<file path="config.mk">
export PLATFORM = sky130hd
export DESIGN_NAME = u21_sweep
export DESIGN_NICKNAME = d
export VERILOG_FILES = /design/src/rtl/u21_pkg.sv /design/src/rtl/u21_pin_resolve.sv /design/src/rtl/u21_sweep.sv
export SDC_FILE = /design/constraint.sdc
export NUM_CORES = 1
export LEC_CHECK = 0
export CAP_MARGIN = 20
export CORE_UTILIZATION = 47
export DETAILED_ROUTE_END_ITERATION = 7
export HOLD_SLACK_MARGIN = 0.08
export PLACE_DENSITY = 0.75
export SKIP_LAST_GASP = 1
export SLEW_MARGIN = 20
export SYNTH_ARGS = -nofsm -noshare
export SYNTH_HDL_FRONTEND = slang
export SYNTH_SLANG_ARGS = --single-unit
</file>
<file path="constraint.sdc">
create_clock -name wb_clk_i -period 1.48 [get_ports wb_clk_i]
set_input_delay 0.296 -clock wb_clk_i [delete_from_list [all_inputs] [get_ports wb_clk_i]]
set_output_delay 0.296 -clock wb_clk_i [all_outputs]
set_load 0.02 [all_outputs]
</file>
<file path="src/rtl/u21_pkg.sv">
// Shared pin-code definitions, FSM state type and pin resolution for the u21 sweep block.
package u21_pkg;

  localparam logic [2:0] PIN_O = 3'b000;
  localparam logic [2:0] PIN_I = 3'b001;
  localparam logic [2:0] PIN_A = 3'b010;
  localparam logic [2:0] PIN_B = 3'b011;

  localparam int RSV_BIT = 2;

  typedef enum logic [1:0] {
    IDLE  = 2'd0,
    SWEEP = 2'd1,
    DONE  = 2'd2
  } state_t;

  // Reserved codes (bit 2 set) fall through to the default and drive 0.
  function automatic logic resolve_pin(input logic [2:0] code, input logic a, input logic b);
    logic lvl;
    lvl = 1'b0;
    case (code)
      PIN_O:   lvl = 1'b0;
      PIN_I:   lvl = 1'b1;
      PIN_A:   lvl = a;
      PIN_B:   lvl = b;
      default: lvl = 1'b0;
    endcase
    return lvl;
  endfunction

endpackage

</file>
<file path="src/rtl/u21_pin_resolve.sv">
// Combinational pin resolver: turns a 12-bit wiring word plus (a,b) into four pin levels
// and flags any reserved pin code.
module u21_pin_resolve
  import u21_pkg::*;
(
  input  logic [11:0] i_wiring,
  input  logic        i_a,
  input  logic        i_b,
  output logic [3:0]  o_pins,
  output logic        o_err
);

  always_comb begin
    o_pins = '0;
    o_err  = 1'b0;
    for (int p = 0; p < 4; p++) begin
      o_pins[p] = resolve_pin(i_wiring[3*p +: 3], i_a, i_b);
      o_err     = o_err | i_wiring[3*p + RSV_BIT];
    end
  end

endmodule

</file>
<file path="src/rtl/u21_sweep.sv">
// Reads a wiring word back to its truth table by sweeping (a,b) through an external gate.
//
//   state | meaning
//   IDLE  | ready for a wiring word, gate pins parked at 0
//   SWEEP | driving combination k for SETTLE cycles, then sampling gate_out into func[k]
//   DONE  | result presented until out_ready
module u21_sweep
  import u21_pkg::*;
#(
  parameter int SETTLE = 1
) (
  input  logic        wb_clk_i,
  input  logic        wb_rst_i,
  input  logic        in_valid,
  output logic        in_ready,
  input  logic [11:0] in_wiring,
  output logic [3:0]  gate_pins,
  input  logic        gate_out,
  output logic        out_valid,
  input  logic        out_ready,
  output logic [3:0]  out_func,
  output logic        out_err
);

  localparam logic [3:0] CNT_LAST = 4'(SETTLE - 1);

  state_t      r_state;
  state_t      w_state_nxt;
  logic [11:0] r_wiring;
  logic        r_err;
  logic [3:0]  r_func;
  logic [1:0]  r_k;
  logic [3:0]  r_cnt;
  logic [3:0]  r_out_func;
  logic        r_out_err;

  logic [11:0] w_res_wiring;
  logic [3:0]  w_pins;
  logic        w_err;
  logic        w_accept;
  logic        w_sample;
  logic        w_retire;

  // In IDLE the resolver looks at the incoming word so its err flag can be latched on accept;
  // gate_pins is forced to 0 there, so only the latched word ever reaches the gate.
  assign w_res_wiring = (r_state == IDLE) ? in_wiring : r_wiring;

  u21_pin_resolve u_resolve (
    .i_wiring (w_res_wiring),
    .i_a      (r_k[0]),
    .i_b      (r_k[1]),
    .o_pins   (w_pins),
    .o_err    (w_err)
  );

  always_ff @(posedge wb_clk_i or posedge wb_rst_i) begin
    if (wb_rst_i) r_state <= IDLE;
    else          r_state <= w_state_nxt;
  end

  always_comb begin
    w_state_nxt = r_state;
    in_ready    = 1'b0;
    out_valid   = 1'b0;
    gate_pins   = '0;
    w_accept    = 1'b0;
    w_sample    = 1'b0;
    w_retire    = 1'b0;
    case (r_state)
      IDLE: begin
        in_ready = 1'b1;
        if (in_valid) begin
          w_accept    = 1'b1;
          w_state_nxt = SWEEP;
        end
      end
      SWEEP: begin
        gate_pins = w_pins;
        if (r_cnt == CNT_LAST) begin
          w_sample = 1'b1;
          if (r_k == 2'd3) w_state_nxt = DONE;
        end
      end
      DONE: begin
        out_valid = 1'b1;
        if (out_ready) begin
          w_retire    = 1'b1;
          w_state_nxt = IDLE;
        end
      end
      default: w_state_nxt = IDLE;
    endcase
  end

  // The accumulator is cleared on accept, so the last result is parked in r_out_* on retire
  // to keep out_func/out_err steady until the next DONE.
  assign out_func = (r_state == DONE) ? r_func : r_out_func;
  assign out_err  = (r_state == DONE) ? r_err  : r_out_err;

  always_ff @(posedge wb_clk_i or posedge wb_rst_i) begin
    if (wb_rst_i) begin
      r_wiring   <= '0;
      r_err      <= 1'b0;
      r_func     <= '0;
      r_k        <= '0;
      r_cnt      <= '0;
      r_out_func <= '0;
      r_out_err  <= 1'b0;
    end else begin
      if (w_accept) begin
        r_wiring <= in_wiring;
        r_err    <= w_err;
        r_func   <= '0;
        r_k      <= '0;
        r_cnt    <= '0;
      end else if (r_state == SWEEP) begin
        if (w_sample) begin
          r_func[r_k] <= gate_out;
          r_cnt       <= '0;
          r_k         <= r_k + 2'd1;
        end else begin
          r_cnt <= r_cnt + 4'd1;
        end
      end
      if (w_retire) begin
        r_out_func <= r_func;
        r_out_err  <= r_err;
      end
    end
  end

endmodule
</file>
==> results.yml <==
placement:
  place_congestion: 0.845
  dpl.hpwl_um: 2850
  post-place-ws_ns: -0.904
  port_buffers: 27
setup_path:
  cp-end-kind: "output port"
  r2r_cells: 7
  critical_path_class: "flop to output port"
  crit_chain: "nor2_4 -> buf_4 -> mux2_4 -> a211oi_4 -> buf_6"
  start_kind: "flop"
  slowest_delay_ns: 0.46
  worstPathRequired_ns: 1.18
  arrival_ns: 1.89
  worst-path-max-fanout: 4
  slowest_stage: "dfrtp_2"
cells_and_area:
  final_cell_mix: "43 x buf_4, 28 x nand2_1, 28 x dfrtp_1"
  nets: 276
  fillerInstances: 167
  n_antenna_cell: 0
  final_common_cell: "buf_4"
  syn_to_final_growth_pct: 68.9
  utilization_pct: 86.2
  drive_gt1_share_pct: 53.5
power:
  power.density_mw_per_mm2: 2120
  vdd_drop_max_v: 0.00117
  p_leak_nw: 1.27
clock_tree:
  clock_path_buffers: 2
  cts_sinks: 30
  htreeDepth: 2
  cts_buffers: 5
  clockRootBuffer: "clkbuf_4"
  holdBufCountCts: 0
  path_clk_slew_ns: 0.10
  cts_tree: "yes"
  worstSkewPairLatency_ns: 0.34
grt:
  overflow: 0
  grtUsageMet1_pct: 29.8
  antenna_found_initial: 0
  met3_usage_pct: 7.04
  grt_pass1_wl_um: 6970
  grt_pass1_vias: 1552
  met2_usage_pct: 48.5
  grt_usage_pct: 26.5
  grt_max_degree: 31
  top_usage_layer: "met2"
sta:
  setup_violations: 39
  finalMaxSlewViolations: 0
  finalCriticalPeriod_ns: 2.18
  fmax_mhz: 458
  tightestPinTransition_ns: 0.537
  hold_viol: 0
  fin_tns_setup_ns: -8.43
  finClkSkew_ns: 0.0172
  rsz0062_at_grt: "yes"
  holdWs_ns: 0.366
  slew_headroom_pct: 63.9
  setup_slack_ns: -0.701
  fin_crit_sh_pct: 147
drt:
  wl_um: 6040
  dr_total_vias: 1800
  dr.pass1.iters: 4
  wl_per_cell_um: 20.3
  drt_iter0_drc: 136
  vias_per_cell: 6.04
  drt_drc_violations_left: 0
  ant_nets: 0
die:
  core_mm2: 0.00315
  fp-row-count: 20
  num_io_pins: 28
  start_util_pct: 51.0
  die-area_mm2: 0.00366
  dieWidth_um: 60.5
  die_y_um: 60.5
run:
  maxCapViolCount: 0
logic_synthesis:
  synth_cells: 172
  synth_area_leaders: "dfrtp_1 47%, nand2_1 11%, mux2_2 4.9%"
  ys_types: 35
  syn_avg_cell_area_um2: 9.35
  seq_area_frac_synth_pct: 46.7
  syn_area_mm2: 0.00161
  ys_warn_count: 0
  synth_nets: 195
  synth.top_cell.area_share_pct: 46.7
  yosysTopAreaCell: "dfrtp_1"
  synth_seq_cells: 30
status:
  status: "finished, violations left"
  violations: "setup timing"
hold_path:
  hold_path.class: "input pin to asynchronous set/reset pin"
-- metal layers --
layer | vias to the layer above | share of wire [%]
li1 | 760 | -
met1 | 882 | 37
met2 | 123 | 52
met3 | 35 | 6.8
met4 | 0 | 4.7
met5 | - | 0
-- final cells by class --
class / count / area (µm²) / share of cell area [%]
clock buffers: 7 / 55.1 / 2.03
clock inverters: 1 / 5.00 / 0.184
inverters: 7 / 26.3 / 0.967
multi-input cells: 128 / 1090 / 40.0
flip-flops and latches: 30 / 753 / 27.7
well taps: 44 / 55.1 / 2.03
repair buffers: 81 / 734 / 27.0
-- synthesized netlist by cell type --
cell type and instances:
nand2_1 45, dfrtp_1 30, o21ai_0 8, inv_1 7
mux2_2 7, nand3_1 7, ha_1 6, mux2_1 6
nor2_1 6, buf_2 4, nor4_1 4, o211ai_1 4
o22ai_1 4, a211oi_1 3, a21oi_1 3, nand2b_1 3
nor3_1 3, clkbuf_1 2, mux2i_1 2, nand2_2 2
o31ai_1 2, a2111oi_1 1, a211oi_2 1, and2b_1 1
and3_1 1, buf_4 1, buf_6 1, nand3b_1 1
nand4_1 1, nor2_4 1, nor2b_1 1, nor3b_2 1
o21ai_1 1, or2_1 1, or3_1 1
-- state kept, by name, indices dropped and copies added, names as in the netlist --
signal	cells
r_out_func	4
r_wiring	12
r_err	1
r_k	2
r_out_err	1
r_state	2
r_func	4
r_cnt	4
-- report_power, final --
group          internal (mW)  switching [mW]  total, mW
combinational           1.89            1.85       3.74
clock                  0.230           0.295      0.525
sequential              1.15           0.345       1.49
total                   3.27            2.49       5.75
-- worst max-delay path: cells and delay by family (launching register included) --
kind,cells,cell delay [ns]
buffers and inverters,2,0.30
DFF,1,0.46
muxes,1,0.31
AOI/OAI and AO/OA,1,0.27
and+or+nand+nor,1,0.20
-- logic make-up after synthesis --
logic type | after synthesis | synth area share, %
AO/OA/AOI/OAI | 27 | 10.9
adder cells (fa/ha/maj) | 6 | 4.67
buffers and inverters | 15 | 4.51
flip-flops | 30 | 46.7
multiplexers | 15 | 10.4
AND/OR/NAND/NOR | 79 | 22.9
-- worst paths after layout --
kind                                             end                    from  slack [ns]
max reg2reg                r_out_func[0]$_DFFE_PP0P_  r_state[0]$_DFFE_PP0P_       -0.21
min                          r_wiring[8]$_DFFE_PP0P_                wb_rst_i        0.37
max                                     gate_pins[0]  r_state[1]$_DFFE_PP0P_       -0.70
min reg2reg                    r_out_err$_DFFE_PP0P_   r_out_err$_DFFE_PP0P_        0.51
min in group wb_clk_i       r_wiring[10]$_DFFE_PP0P_           in_wiring[10]        0.49
max in group asynchronous     r_state[1]$_DFFE_PP0P_                wb_rst_i        0.81
-- timing repair --
item | in CTS | in global routing
pin swaps | 2 | 32
gates cloned | 0 | 3
setup endpoints to repair | 35 | 38
setup buffers | 6 | 12
resized for setup | 85 | 63
-- stage by stage --
stage	total power, mW	area [µm²]	cells
floorplan	2.86	1660	172
global placement	3.78	2200	270
detailed placement	3.91	2200	270
CTS	4.71	2410	284
global route	5.99	2720	298
finish	5.75	2720	298
(Power assumes the default switching activity.)
